--- src/rtl/adc_frame_packer_pkg.sv ---
// Shared definitions for the ADC frame packer: word geometry, channel codes,
// FSM encodings and the FIFO entry layout.
package adc_frame_packer_pkg;

  localparam int ADC_WORD_W = 32;
  localparam int ADC_NUM_CH = 4;
  localparam int ADC_CH_W   = 2;

  typedef logic [ADC_CH_W-1:0] chan_t;

  localparam chan_t CH_A = 2'd0;
  localparam chan_t CH_B = 2'd1;
  localparam chan_t CH_C = 2'd2;
  localparam chan_t CH_D = 2'd3;

  typedef enum logic {
    ST_IDLE = 1'b0,
    ST_PUSH = 1'b1
  } state_t;

  typedef struct packed {
    chan_t                 chan;
    logic [ADC_WORD_W-1:0] data;
  } fifo_word_t;

endpackage

--- src/rtl/adc_frame_packer_fifo.sv ---
// First-word-fall-through synchronous FIFO. The head reads as zero while empty;
// a pop while empty is ignored, and a push while full is taken only with a pop.
module adc_sync_fifo #(
  parameter int WIDTH = 34,
  parameter int DEPTH = 8
) (
  input  logic                     adc_clk,
  input  logic                     reset,
  input  logic                     push,
  input  logic [WIDTH-1:0]         push_data,
  input  logic                     pop,
  output logic [WIDTH-1:0]         head_data,
  output logic                     full,
  output logic                     empty,
  output logic [$clog2(DEPTH):0]   level
);

  localparam int AW = $clog2(DEPTH);

  logic [WIDTH-1:0] mem [DEPTH];
  logic [AW-1:0]    wr_ptr;
  logic [AW-1:0]    rd_ptr;
  logic             do_push;
  logic             do_pop;

  assign empty   = (level == '0);
  assign full    = (level == (AW+1)'(DEPTH));
  assign do_pop  = pop && !empty;
  assign do_push = push && (!full || do_pop);

  // NOTE: sequential state uses non-blocking assignments so every flop samples pre-edge values.
  always_ff @(posedge adc_clk) begin
    if (reset) begin
      wr_ptr <= '0;
      rd_ptr <= '0;
      level  <= '0;
    end else begin
      if (do_push) wr_ptr <= wr_ptr + 1'b1;
      if (do_pop)  rd_ptr <= rd_ptr + 1'b1;
      case ({do_push, do_pop})
        2'b10:   level <= level + 1'b1;
        2'b01:   level <= level - 1'b1;
        default: level <= level;
      endcase
    end
  end

  // NOTE: storage is deliberately not reset; the empty flag masks stale entries at the head.
  always_ff @(posedge adc_clk) begin
    if (do_push) mem[wr_ptr] <= push_data;
  end

  assign head_data = empty ? '0 : mem[rd_ptr];

endmodule

--- src/rtl/adc_frame_packer.sv ---
// Deserialises four 1-bit modulator streams into 32-bit words and emits each
// A..D frame through a FWFT FIFO, counting frames dropped under backpressure.
module adc_frame_packer
  import adc_frame_packer_pkg::*;
#(
  parameter int FIFO_DEPTH = 8,
  parameter int OVF_CNT_W  = 16
) (
  input  logic                          adc_clk,
  input  logic                          reset,
  input  logic                          enable,
  input  logic                          adc_a,
  input  logic                          adc_b,
  input  logic                          adc_c,
  input  logic                          adc_d,
  output logic [ADC_WORD_W-1:0]         out_data,
  output logic [ADC_CH_W-1:0]           out_chan,
  output logic                          out_last,
  output logic                          out_valid,
  input  logic                          out_ready,
  output logic [$clog2(FIFO_DEPTH):0]   fifo_level,
  output logic                          ovf_sticky,
  output logic [OVF_CNT_W-1:0]          ovf_count,
  input  logic                          clear_ovf
);

  logic [ADC_NUM_CH-1:0] adc_bits;
  // Only the upper 31 bits of each shift word are kept: the oldest bit would be
  // shifted out on the completing edge, so the full word is formed straight into hold.
  logic [ADC_WORD_W-2:0] sh   [ADC_NUM_CH];
  logic [ADC_WORD_W-1:0] hold [ADC_NUM_CH];
  logic [4:0]            bit_cnt;
  state_t                state, state_n;
  chan_t                 ch, ch_n;
  logic                  frame_done;
  logic                  push;
  logic                  hold_free;
  logic                  load;
  logic                  drop;
  logic                  fifo_full;
  logic                  fifo_empty;
  fifo_word_t            push_word;
  fifo_word_t            head_word;

  assign adc_bits   = {adc_d, adc_c, adc_b, adc_a};
  assign frame_done = enable && (bit_cnt == 5'd31);
  assign push       = (state == ST_PUSH) && !fifo_full;
  assign hold_free  = (state == ST_IDLE) || ((state == ST_PUSH) && (ch == CH_D) && push);
  assign load       = frame_done && hold_free;
  assign drop       = frame_done && !hold_free;

  always_ff @(posedge adc_clk) begin
    if (reset) begin
      bit_cnt <= '0;
      for (int i = 0; i < ADC_NUM_CH; i++) sh[i] <= '0;
    end else if (enable) begin
      bit_cnt <= bit_cnt + 5'd1;
      for (int i = 0; i < ADC_NUM_CH; i++) sh[i] <= {adc_bits[i], sh[i][ADC_WORD_W-2:1]};
    end else begin
      bit_cnt <= '0;
    end
  end

  always_ff @(posedge adc_clk) begin
    if (reset) begin
      for (int i = 0; i < ADC_NUM_CH; i++) hold[i] <= '0;
    end else if (load) begin
      for (int i = 0; i < ADC_NUM_CH; i++) hold[i] <= {adc_bits[i], sh[i]};
    end
  end

  always_ff @(posedge adc_clk) begin
    if (reset) begin
      state <= ST_IDLE;
      ch    <= CH_A;
    end else begin
      state <= state_n;
      ch    <= ch_n;
    end
  end

  // NOTE: defaults are assigned first so every path drives every output and no latch is inferred.
  always_comb begin
    state_n = state;
    ch_n    = ch;
    case (state)
      ST_IDLE: begin
        if (load) begin
          state_n = ST_PUSH;
          ch_n    = CH_A;
        end
      end
      ST_PUSH: begin
        if (push) begin
          if (ch == CH_D) begin
            state_n = load ? ST_PUSH : ST_IDLE;
            ch_n    = CH_A;
          end else begin
            ch_n = ch + 1'b1;
          end
        end
      end
      default: begin
        state_n = ST_IDLE;
        ch_n    = CH_A;
      end
    endcase
  end

  // A drop coinciding with a clear restarts the count at one.
  always_ff @(posedge adc_clk) begin
    if (reset) begin
      ovf_sticky <= 1'b0;
      ovf_count  <= '0;
    end else if (drop) begin
      ovf_sticky <= 1'b1;
      if (clear_ovf)             ovf_count <= OVF_CNT_W'(1);
      else if (ovf_count != '1)  ovf_count <= ovf_count + 1'b1;
    end else if (clear_ovf) begin
      ovf_sticky <= 1'b0;
      ovf_count  <= '0;
    end
  end

  assign push_word.chan = ch;
  assign push_word.data = hold[ch];

  adc_sync_fifo #(
    .WIDTH ($bits(fifo_word_t)),
    .DEPTH (FIFO_DEPTH)
  ) u_fifo (
    .adc_clk   (adc_clk),
    .reset     (reset),
    .push      (push),
    .push_data (push_word),
    .pop       (out_ready),
    .head_data (head_word),
    .full      (fifo_full),
    .empty     (fifo_empty),
    .level     (fifo_level)
  );

  assign out_valid = !fifo_empty;
  assign out_data  = head_word.data;
  assign out_chan  = head_word.chan;
  assign out_last  = !fifo_empty && (head_word.chan == CH_D);

endmodule

--- config.mk ---
export PLATFORM = sky130hd
export DESIGN_NAME = adc_frame_packer
export DESIGN_NICKNAME = d
export VERILOG_FILES = /design/src/rtl/adc_frame_packer_pkg.sv /design/src/rtl/adc_frame_packer_fifo.sv /design/src/rtl/adc_frame_packer.sv
export SDC_FILE = /design/constraint.sdc
export NUM_CORES = 1
export LEC_CHECK = 0
export ABC_AREA = 1
export ABC_CLOCK_PERIOD_IN_PS = 15630
export CAP_MARGIN = 40
export CELL_PAD_IN_SITES_DETAIL_PLACEMENT = 0
export CELL_PAD_IN_SITES_GLOBAL_PLACEMENT = 2
export CORE_UTILIZATION = 44
export CTS_BUF_LIST = sky130_fd_sc_hd__clkbuf_8
export DETAILED_ROUTE_END_ITERATION = 8
export PLACE_DENSITY_LB_ADDON = 0.12
export SLEW_MARGIN = 20
export SYNTH_ARGS = -nofsm -noshare
export SYNTH_HDL_FRONTEND = slang
export SYNTH_SLANG_ARGS = --single-unit
--- constraint.sdc ---
create_clock -name adc_clk -period 15.63 [get_ports adc_clk]
set_input_delay 1.563 -clock adc_clk [delete_from_list [all_inputs] [get_ports adc_clk]]
set_output_delay 1.563 -clock adc_clk [all_outputs]
set_load 0.01 [all_outputs]
== After elaboration in Yosys (flattened, before gate mapping) ==
Memories as Yosys holds them, arrays and structs flattened. A register that Yosys moved wholly into a read port is not among the register bits.
Cells that the tools add are included.

* Add/subtract/negate cells: 7
* Equality and inequality tests: 9
* Mux-type cells: 37
* Bitwise operators: 10
* Reduce and logical (&&, ||, !) cells: 21

{| class="wikitable"
|+ Operators by type and width
! operator !! count
|-
| $mux 32 || 4
|-
| $mux 31 || 4
|-
| $mux 16 || 4
|-
| $mux 34 || 1
|-
| $add 16x1->16 const B || 1
|-
| $ne 16x16->1 const B || 1
|-
| $mux 1 || 14
|-
| $mux 2 || 5
|-
| $logic_and 1x1->1 || 9
|-
| $or 1x1->1 || 8
|-
| $pmux 4 s2 || 1
|-
| $add 3x1->3 const B || 2
|-
| $eq 2x2->1 const B || 3
|-
| $mux 3 || 2
|-
| $reduce_bool 2->1 || 3
|-
| $add 5x1->5 const B || 1
|-
| $eq 5x5->1 const B || 1
|-
| $add 4x1->4 const B || 1
|-
| $eq 4x4->1 const B || 1
|-
| $logic_not 4->1 || 1
|-
| $pmux 2 s2 || 1
|-
| $reduce_and 2->1 || 2
|-
| $sub 4x1->4 const B || 1
|-
| $logic_not 1->1 || 3
|-
| 8 further kinds || 10
|}

* Register bits after elaboration: 35
* RAM bits: 524
* Memories kept: 3

{| class="wikitable"
|+ Memory list
! memory !! words !! bits a word !! rd ports !! clocked after memory_dff !! write ports !! line !! source
|-
| u_fifo.mem || 8 || 34 || 1 || 1 || 1 || adc_frame_packer_fifo.sv:20 || <nowiki>logic [WIDTH-1:0] mem [DEPTH];</nowiki>
|-
| hold || 4 || 32 || 1 || 1 || 4 || adc_frame_packer.sv:31 || <nowiki>logic [ADC_WORD_W-1:0] hold [ADC_NUM_CH];</nowiki>
|-
| sh || 4 || 31 || 4 || 0 || 4 || adc_frame_packer.sv:30 || <nowiki>logic [ADC_WORD_W-2:0] sh [ADC_NUM_CH];</nowiki>
|}

== Depth between registers and ports, before layout ==
Gate-level depths: netlist (run 1).

* Depth in word-level cells: 10
* Mapped depth: 12
* Depth with buffers taken out: 12

== Modules after synthesis ==
Synthesis (run 1) repeated with hierarchy kept, for this count alone.

* Cells, all modules: 1926
* Area, all modules: 22897.0 um^2

{| class="wikitable"
|+ By module, submodules not included
! module !! instances !! cells each !! area each (um^2) !! seq. area each (um^2)
|-
| adc_frame_packer || 1 || 1062 || 11452.2 || 8107.8
|-
| adc_sync_fifo || 1 || 864 || 11444.7 || 8428.1
|}

== Worst setup path before layout (run 1) ==
OpenSTA, ideal clock, no wires.

* Path kind: input-to-reg
* Start point: in enable
* End point: mem hold[0][0], enable pin
* Library setup time: 792 ps
* Arrival: 10587 ps
* Data required time: 14838 ps
* Setup slack: 4251 ps
* Cell stages on the path: 2
* Cells stage by stage: nand2_1 o21ai_0

{| class="wikitable"
|+ RTL lines
! what !! line !! source
|-
| from (decl) || adc_frame_packer.sv:11 || <nowiki>input logic enable,</nowiki>
|-
| to (decl) || adc_frame_packer.sv:31 ||
|}

==> metrics.yaml, run 1 <==
timing:
  hold_viol: 0
  rsz0062_at_grt: "false"
  hold_ws_ps: 448
  max_slew_margin_pct: 42.1
  finClkSkew_ps: 23.0
  tns_ps: 0
  min_period_ps: 5570
  max_freq_mhz: 179
  worstMarginPinSlew_ps: 869
  period_share_pct: 35.7
  setup_violations: 0
  setup_slack_ps: 10060
  maxSlewViolCount: 0
synth:
  synth_area_per_cell_um2: 11.7
  yosys.area.top_type: "edfxtp_1"
  synth_edf_count: 524
  async_flop_share_pct: 0
  yosysWarnings: 0
  synth_area_leaders: "edfxtp_1 (70%), nor2_1 (9.8%), o21ai_0 (5.7%)"
  syn-num-nets: 1952
  synth-main-ff-cell: "edfxtp_1"
  yosysMostFrequentCell: "nor2_1"
  seq_area_frac_synth_pct: 73.2
  synth.distinct_cells: 34
  syn-instance-count: 1934
  synthTopCellsByCount: "nor2_1 (589), edfxtp_1 (524), o21ai_0 (255)"
  ys_ff_latch: 564
  netlist_area_um2: 22600
  yosysTopAreaCellShare_pct: 69.7
clock_network:
  cts_tree: "done"
  numCtsBuffers: 94
  post_cts_resized: 0
  htreeDepth: 3
  post-cts-setup-buffer-count: 0
  root_buffer: "clkbuf_8"
  clkSinkCount: 564
  holdBufCountCts: 0
  cts.clk_slew.worst_paths_ps: 60
  clk-insertion-delay-late_ps: 670
  clk_path_buf_depth: 3
finish:
  area_growth_syn_to_layout_pct: 14.9
  final_util_pct: 51.5
  nets: 2055
  drive_gt1_share_pct: 9.14
  layout.cells.non_filler: 2787
setup_path:
  path_max_fanout: 66
  required_ps: 14070
  reg2reg_from: "bit_cnt[0]"
  critical_path_class: "reg2out"
  critPathLaunchType: "register"
  critPathCaptureType: "output port"
  crit_arrival_ps: 4010
floorplanning:
  start_util_pct: 44.8
  dieArea_um2: 52200
  row_count: 82
  ios: 66
  fp.dieW_um: 229
  coreArea_um2: 50400
  fp.dieH_um: 229
global_route:
  grt_max_degree: 73
  gr-total-overflow: 0
  track_usage_pct: 19.6
  grt_pass1_vias: 14000
  antenna_found_initial: 0
  grt_pass1_wl_um: 79900
detailed_routing:
  vias_per_cell: 5.04
  detail-route-antenna-nets: 0
  top_layer_used: "met4"
  wl_um: 50100
  first_iter_violations: 1012
  route.detailed.drc: 0
  vias: 14000
  routedLengthMet1_um: 24800
  met2WireLength_um: 22500
  routedWlPerCell_um: 18.0
  drtPass1Iterations: 5
  wl_met3_um: 2070
power_and_ir_drop:
  leakage_nw: 9.26
  ir_drop_mv: 0.0579
  power.density_nw_per_um2: 138
status:
  status: "completed"
hold_path:
  holdCritPathClass: "reg2reg"
  hold_path_startpoint: "bit_cnt[0]"
place:
  gp_congestion: 0.756
  dp_hpwl_um: 28100
  place_ws_ps: 10700
  dp_cells: 2604
  portBuffers: 65
run:
  cap_violations: 0
## worst max-delay path, stage by stage (launching register included)
cell	delay, ps
dfxtp_4	850
clkinv_2	630
buf_4	450
buf_16	240
o21ai_0	210
o21ai_0	120
o21ai_0	160
a31oi_1	80
clkdlybuf4s50_1	530
## state kept, by name, summed over array words and instances (netlist names), 2 cells and up, named ones only
name and count:
bit_cnt 5, ch 2, hold 128, ovf_count 16
sh 124, u_fifo.level 4, u_fifo.mem 272, u_fifo.rd_ptr 3
u_fifo.wr_ptr 3
## per-stage QoR
stage / power, W / area [µm²]
finish: 0.00357 / 25900
global route: 0.00376 / 25900
CTS: 0.00362 / 25800
detailed placement: 0.00243 / 24200
global placement: 0.00243 / 23900
floorplan: 0.00215 / 22600
## final timing paths
| kind | to | slack [ps] | depth (start not counted) |
|---|---|---|---|
| setup / recovery | out_data[14] | 10060 | 8 |
| hold reg to reg | bit_cnt[0] | 450 | 1 |
| hold / removal | bit_cnt[0] | 450 | 1 |
| setup reg to reg | hold[2][20] | 12860 | 10 |
## power by group
group	internal (W)	switching, W
combinational	0.000260	0.000394
sequential	0.00169	0.0000556
clock	0.000602	0.000576
total	0.00255	0.00103
## cells in the final DEF (no fill, tap or decap), drive strengths merged, types with 2 or more instances in the layout
master / count
or2: 3
nand4: 14
nor2: 592
inv: 207
ha: 9
clkinvlp: 2
o22ai: 34
clkdlybuf4s50: 65
o21bai: 3
o211ai: 4
diode: 3
a21oi: 33
edfxtp: 524
buf: 39
dfxtp: 40
clkinv: 28
a31oi: 32
xor2: 4
clkbuf: 106
nand3: 22
nand2: 72
o21ai: 274
## logic make-up after synthesis
kind of cell,Yosys count,synth area share [%]
xor+xnor,5,0.194
compound gates,381,9.00
flops,564,73.2
simple gates,705,12.3
buf+inv,270,4.75
fa+ha+maj,9,0.499
## per-layer routing
layer	GRT usage, %	up-vias
met2	30.7	252
met5	0	-
met3	3.54	66
met1	27.8	6836
met4	5.89	0
li1	-	6880
## cell type report
| cell class | instances | area, µm² |
|---|---|---|
| flip-flops and latches | 564 | 16500 |
| clock inverters | 72 | 334 |
| repair buffers | 111 | 1160 |
| well taps | 672 | 841 |
| fillers | 4502 | 24400 |
| diodes | 3 | 7.51 |
| multi-input cells | 1100 | 5060 |
| clock buffers | 99 | 1360 |
| inverters | 166 | 624 |
(Power assumes the default switching activity.)
==> run 2, diff against run 1 <==
--- a/config.mk
+++ b/config.mk
@@ -6,11 +6,11 @@
 export NUM_CORES = 1
 export LEC_CHECK = 0
 export ABC_AREA = 1
-export ABC_CLOCK_PERIOD_IN_PS = 15630
+export ABC_CLOCK_PERIOD_IN_PS = 4500
 export CAP_MARGIN = 40
 export CELL_PAD_IN_SITES_DETAIL_PLACEMENT = 0
 export CELL_PAD_IN_SITES_GLOBAL_PLACEMENT = 2
-export CORE_UTILIZATION = 44
+export CORE_UTILIZATION = 40
 export CTS_BUF_LIST = sky130_fd_sc_hd__clkbuf_8
 export DETAILED_ROUTE_END_ITERATION = 8
 export PLACE_DENSITY_LB_ADDON = 0.12
==> constraint.sdc (replaced) <==
create_clock -name adc_clk -period 4.5 [get_ports adc_clk]
set_input_delay 0.45 -clock adc_clk [delete_from_list [all_inputs] [get_ports adc_clk]]
set_output_delay 0.45 -clock adc_clk [all_outputs]
set_load 0.01 [all_outputs]
==> run 2 against run 1 <==
Against the previous run: die area is 9.9% higher; combinational power grew to 3.7 times the previous value; critical endpoint is now out_data[15]; via count is 0.51% higher; first-iteration DRC count is 18% lower; sequential cell count stayed put; core utilization is 4.4 points lower; critical path depth is 1 lower; clock skew is 9.0 ps higher; critical path type unchanged; cell area is 0.60% higher.
==> metrics.yaml, run 2 (synthesis results as in run 1) <==
detailed_routing:
  routedWlPerCell_um: 18.0  # about the same
  first_iter_violations: 825  # -18%
  wl_um: 51500  # +2.7%
  route.detailed.drc: 0  # unchanged
  vias_per_cell: 4.93  # -2.2%
  vias: 14100  # +0.51%
  drtPass1Iterations: 7  # +2
  detail-route-antenna-nets: 0  # unchanged
clock_network:
  cts_tree: "done"
  cts.clk_slew.worst_paths_ps: 60  # about the same
  clk_path_buf_depth: 3  # unchanged
  clkSinkCount: 564  # unchanged
  htreeDepth: 3  # unchanged
  holdBufCountCts: 0  # unchanged
  post-cts-setup-buffer-count: 0  # unchanged
  clk-insertion-delay-late_ps: 670  # about the same
  root_buffer: "clkbuf_8"
  numCtsBuffers: 95  # +1.1%
  post_cts_resized: 0  # unchanged
timing:
  setup_violations: 0  # unchanged
  period_share_pct: 77.3
  setup_slack_ps: 1020  # -9040 ps
  min_period_ps: 3480
  hold_viol: 0  # unchanged
  max_slew_margin_pct: 38.6  # -3.5 points
  worstMarginPinSlew_ps: 921  # +52.2 ps
  finClkSkew_ps: 32.0  # +9.01 ps
  tns_ps: 0  # unchanged
  rsz0062_at_grt: "false"
  maxSlewViolCount: 0  # unchanged
  max_freq_mhz: 287
global_route:
  gr-total-overflow: 0  # unchanged
  grt_pass1_vias: 13600  # -3.1%
  grt_pass1_wl_um: 79500  # -0.58%
  track_usage_pct: 18.2  # -1.4 points
  use_met3_pct: 3.40  # -0.14 points
  grtUsageMet2_pct: 28.2  # -2.5 points
  met1_usage_pct: 26.1  # -1.7 points
  antenna_found_initial: 1  # +1
  grt_busiest_layer: "met2"
  grt_max_degree: 137  # +88%
finish:
  reg_top3: "u_fifo.mem x272, hold x128, sh x124"
  largest_reg_flops: 272  # unchanged
  top_register: "u_fifo.mem"
  layout.cells.non_filler: 2863  # +2.7%
  multi_input_area_um2: 5060  # unchanged
  regArea_um2: 16500  # unchanged
  stdcell_area_um2: 26100  # +0.60%
  layout_commonest_cell: "nor2_1"
  layout_common_cells: "nor2_1 (581), edfxtp_1 (524), o21ai_0 (254), inv_1 (190), clkbuf_8 (102)"
  nets: 2066  # +0.54%
  drive_gt1_share_pct: 9.70  # +0.56 points
  fillers: 5115  # +14%
  area_growth_syn_to_layout_pct: 15.6
floorplanning:
  ios: 66  # unchanged
  fp.dieW_um: 240  # +4.8%
  fp.dieH_um: 240  # +4.8%
  row_count: 86  # +4.9%
  dieArea_um2: 57400  # +9.9%
  coreArea_um2: 55400  # +10%
  start_util_pct: 40.7  # -4.1 points
place:
  place_ws_ps: 1560  # -9140 ps
  portBuffers: 65  # unchanged
  gp_congestion: 0.748  # -1.1%
  dp_cells: 2686  # +3.1%
  dp_hpwl_um: 30000  # +6.6%
  placedInstanceArea_um2: 24300  # +0.65%
power_and_ir_drop:
  power.density_nw_per_um2: 477  # +250%
  internal-power_w: 0.00885  # +250%
  pwr-share-seq_pct: 47.8  # -0.9 points
  swShare_pct: 28.9  # +0.25 points
  p_clk_share_pct: 32.8  # -0.2 points
  ir_drop_mv: 0.296  # +410%
  leakage_nw: 9.26  # about the same
  net-switching-power_w: 0.00361  # +250%
  combPwrFrac_pct: 19.4  # +1.1 points
setup_path:
  required_ps: 4050  # -10,020 ps
  critPathLaunchType: "register"
  crit_arrival_ps: 3030  # -980 ps
  critPathCaptureType: "output port"
  critical_path_class: "reg2out"
  path_max_fanout: 39  # -41%
run:
  cap_violations: 0  # unchanged
hold_path:
  holdCritPathClass: "reg2reg"
status:
  status: "completed"
==> run 2: worst max-delay path, stage by stage, from the launching register on <==
cell,delay [ps]
dfxtp_4,360
clkinv_2,430
buf_4,440
o21ai_0,190
o21ai_0,100
o21ai_0,170
a31oi_1,90
clkdlybuf4s50_1,530
==> run 2: final cells by class <==
type	count	share of cell area, %
clock inverters	61	1.02
repair buffers	121	4.81
inverters	166	2.39
diodes	1	0.00959
clock buffers	102	5.38
well taps	748	3.59
multi-input cells	1100	19.4
flip-flops and latches	564	63.4
==> run 2: stage by stage <==
stage               util [%]  hold slack (ps)  total power [W]
detailed placement      43.9              438          0.00852
global route            47.1              483           0.0131
global placement        43.6              428          0.00851
finish                  47.1              446           0.0125
CTS                     46.9              453           0.0126
floorplan                  -              418          0.00746
==> run 2: worst paths after layout <==
| check | start | to | slack [ps] | cells after the start |
|---|---|---|---|---|
| worst min register to register | bit_cnt[0] | bit_cnt[0] | 450 | 1 |
| worst max-delay path | register | out_data[15] | 1020 | 7 |
| worst max register to register | u_fifo.level[1] | u_fifo.mem[6][13] | 1730 | 7 |
| worst min-delay path | bit_cnt[0] | bit_cnt[0] | 450 | 1 |
==> run 2: power groups by stage <==
| stage | clock, W | combinational (W) | sequential [W] |
|---|---|---|---|
| after floorplan | 0 | 0.00145 | 0.00601 |
| after global placement | 0 | 0.00245 | 0.00606 |
| after detailed placement | 0 | 0.00245 | 0.00607 |
| after CTS | 0.00423 | 0.00247 | 0.00596 |
| after global routing | 0.00444 | 0.00270 | 0.00597 |
| final | 0.00409 | 0.00241 | 0.00595 |
==> run 2: layer usage <==
| layer | part of all wire, % | up-vias |
|---|---|---|
| li1 | - | 6896 |
| met1 | 49 | 6908 |
| met2 | 46 | 220 |
| met3 | 3.2 | 81 |
| met4 | 1.9 | 0 |
| met5 | 0 | - |
==> run 3, diff against run 2 <==
--- a/config.mk
+++ b/config.mk
@@ -6,11 +6,11 @@
 export NUM_CORES = 1
 export LEC_CHECK = 0
 export ABC_AREA = 1
-export ABC_CLOCK_PERIOD_IN_PS = 4500
+export ABC_CLOCK_PERIOD_IN_PS = 3500
 export CAP_MARGIN = 40
 export CELL_PAD_IN_SITES_DETAIL_PLACEMENT = 0
 export CELL_PAD_IN_SITES_GLOBAL_PLACEMENT = 2
-export CORE_UTILIZATION = 40
+export CORE_UTILIZATION = 44
 export CTS_BUF_LIST = sky130_fd_sc_hd__clkbuf_8
 export DETAILED_ROUTE_END_ITERATION = 8
 export PLACE_DENSITY_LB_ADDON = 0.12
==> constraint.sdc (replaced) <==
create_clock -name adc_clk -period 3.5 [get_ports adc_clk]
set_input_delay 0.35 -clock adc_clk [delete_from_list [all_inputs] [get_ports adc_clk]]
set_output_delay 0.35 -clock adc_clk [all_outputs]
set_load 0.01 [all_outputs]
==> run 3 against run 2 <==
Against the previous run: setup slack worse by 890 ps; clock-buffer cell count down 4; critical path type unchanged; sequential power grew 28%; sequential share of layout area grew 0.29 points; cell count down 2.7%; non-clock buffer count is 2 lower; via count increased by 0.23%; core utilization increased by 4.5 points; wire length is 0.62% lower; combinational power is 32% higher.
==> metrics.yaml, run 3 (synthesis results as in run 1) <==
status:
  status: "completed"
finish:
  largest_reg_flops: 272  # unchanged
  drive_gt1_share_pct: 9.17  # -0.52 points
  top_register: "u_fifo.mem"
  layout_common_cells: "nor2_1 (581), edfxtp_1 (524), o21ai_0 (254), inv_1 (204), clkbuf_8 (98)"
  antennaDiodeCount: 0  # -1
  stdcell_area_um2: 26000  # -0.45%
  layout_commonest_cell: "nor2_1"
  nets: 2062  # -0.19%
  reg_top3: "u_fifo.mem x272, hold x128, sh x124"
  area_growth_syn_to_layout_pct: 15.1
floorplanning:
  start_util_pct: 44.8  # +4.1 points
  coreArea_um2: 50400  # -9.1%
  fp.dieW_um: 229  # -4.6%
  row_count: 82  # -4.7%
  ios: 66  # unchanged
  fp.dieH_um: 229  # -4.6%
  dieArea_um2: 52200  # -9.0%
clock_network:
  clk-insertion-delay-late_ps: 670  # about the same
  root_buffer: "clkbuf_8"
  cts_tree: "done"
  post-cts-setup-buffer-count: 0  # unchanged
  cts.clk_slew.worst_paths_ps: 60  # about the same
  post_cts_resized: 0  # unchanged
  clk_path_buf_depth: 3  # unchanged
  holdBufCountCts: 0  # unchanged
  numCtsBuffers: 93  # -2.1%
  htreeDepth: 3  # unchanged
  clkSinkCount: 564  # unchanged
setup_path:
  r2r_slack_ps: 1010  # -720 ps
  cp_slowest_cell: "clkdlybuf4s50_1"
  cp_num_buf_inv: 2  # -1
  critical_path_class: "reg2out"
  ff2ff_path_depth: 7  # unchanged
  required_ps: 3150  # -900 ps
  critPathCaptureType: "output port"
  critPathLaunchType: "register"
  critical-path-top-delay-family: "buffers and inverters"
  crit_path_max_incr_delay_ps: 630  # +100 ps
  crit_arrival_ps: 3020  # about the same
  r2r_end: "hold[0][13]"
  path_cells: "buf_4 -> o21ai_0 -> o21ai_1 -> o21ai_0 -> a31oi_1 -> clkdlybuf4s50_1"
  crit_top_cell: "o21ai_0"
  path_max_fanout: 41  # +5.1%
  reg2reg_from: "bit_cnt[0]"
detailed_routing:
  detail-route-antenna-nets: 0  # unchanged
  route.detailed.drc: 0  # unchanged
  first_iter_violations: 968  # +17%
  vias_per_cell: 5.07  # +3.0%
  routedWlPerCell_um: 18.4  # +2.1%
  vias: 14100  # +0.23%
  wl_um: 51200  # -0.62%
  drtPass1Iterations: 4  # -3
place:
  dp_hpwl_um: 28500  # -5.0%
  portBuffers: 65  # unchanged
  placedInstanceArea_um2: 24300  # about the same
  place_ws_ps: 796  # -762 ps
  gp_congestion: 0.787  # +5.2%
power_and_ir_drop:
  total_power_w: 0.0160  # +28%
  ir_drop_mv: 0.389  # +31%
  leakage_nw: 9.30  # +0.46%
  power.density_nw_per_um2: 616  # +29%
timing:
  rsz0062_at_grt: "true"
  max_slew_margin_pct: 39.6  # +0.99 points
  max_freq_mhz: 297
  setup_slack_ps: 135  # -885 ps
  period_share_pct: 96.2
  setup_violations: 0  # unchanged
  hold_ws_ps: 403  # -42.5 ps
  maxSlewViolCount: 0  # unchanged
  worstMarginPinSlew_ps: 906  # -14.8 ps
  finClkSkew_ps: 32.8  # +0.845 ps
  tns_ps: 0  # unchanged
  min_period_ps: 3370
  hold_viol: 0  # unchanged
hold_path:
  whs_endpoint: "hold[0][31]"
  whs_path_depth: 3  # +2
  hold_path_startpoint: "adc_a"
  holdCritPathClass: "in2reg"
global_route:
  grt_max_degree: 130  # -5.1%
  gr-total-overflow: 0  # unchanged
  antenna_found_initial: 0  # -1
  grt_pass1_wl_um: 79900  # +0.55%
  track_usage_pct: 19.8  # +1.5 points
  grt_pass1_vias: 14100  # +3.5%
run:
  cap_violations: 0  # unchanged
## run 3: through the flow
stage / util, % / std cells
3_5_place_dp: 48.2 / 2616
3_3_place_gp: 48.2 / 2613
5_1_grt: 51.6 / 2787
6_report: 51.6 / 2787
4_1_cts: 51.5 / 2782
2_1_floorplan: - / 1934
## run 3: report_power, final
| part | leakage [nW] | switching (W) | internal, W |
|---|---|---|---|
| combinational | 2.81 | 0.00195 | 0.00123 |
| sequential | 5.49 | 0.000107 | 0.00753 |
| clock | 0.996 | 0.00254 | 0.00264 |
## run 3: worst register-to-register path: stages, from the launching register on
cell     delay (ps)
dfxtp_1         350
ha_1            170
nand2_1          60
nor2_1          120
ha_1            260
nand2_1         170
o21ai_4         650
buf_12          360
## run 3: layer usage
layer / wire length, µm / share of wire [%] / global-route usage [%]
met5: 0 / 0 / 0
met4: 976 / 1.9 / 6.63
met3: 1970 / 3.8 / 3.33
met2: 23500 / 46 / 31.2
met1: 24700 / 48 / 27.8
## run 3: worst max-delay path by stage
stage / from / end / slack, ps / cells after the start
after CTS: register / out_data[22] / 60 / 6
after floorplan: bit_cnt[0] / hold[0][0] / 80 / 6
final: register / out_data[22] / 130 / 6
after detailed placement: register / out_data[22] / 800 / 6
after global routing: register / out_data[19] / -20 / 6
after global placement: register / out_data[26] / 820 / 6
## run 3: cell type report
type | count | area, µm²
Clock buffer | 98 | 1350
Clock inverter | 68 | 298
Fill cell | 4479 | 24400
Inverter | 166 | 624
Multi-Input combinational cell | 1100 | 5060
Sequential cell | 564 | 16500
Tap cell | 672 | 841
Timing Repair Buffer | 119 | 1260
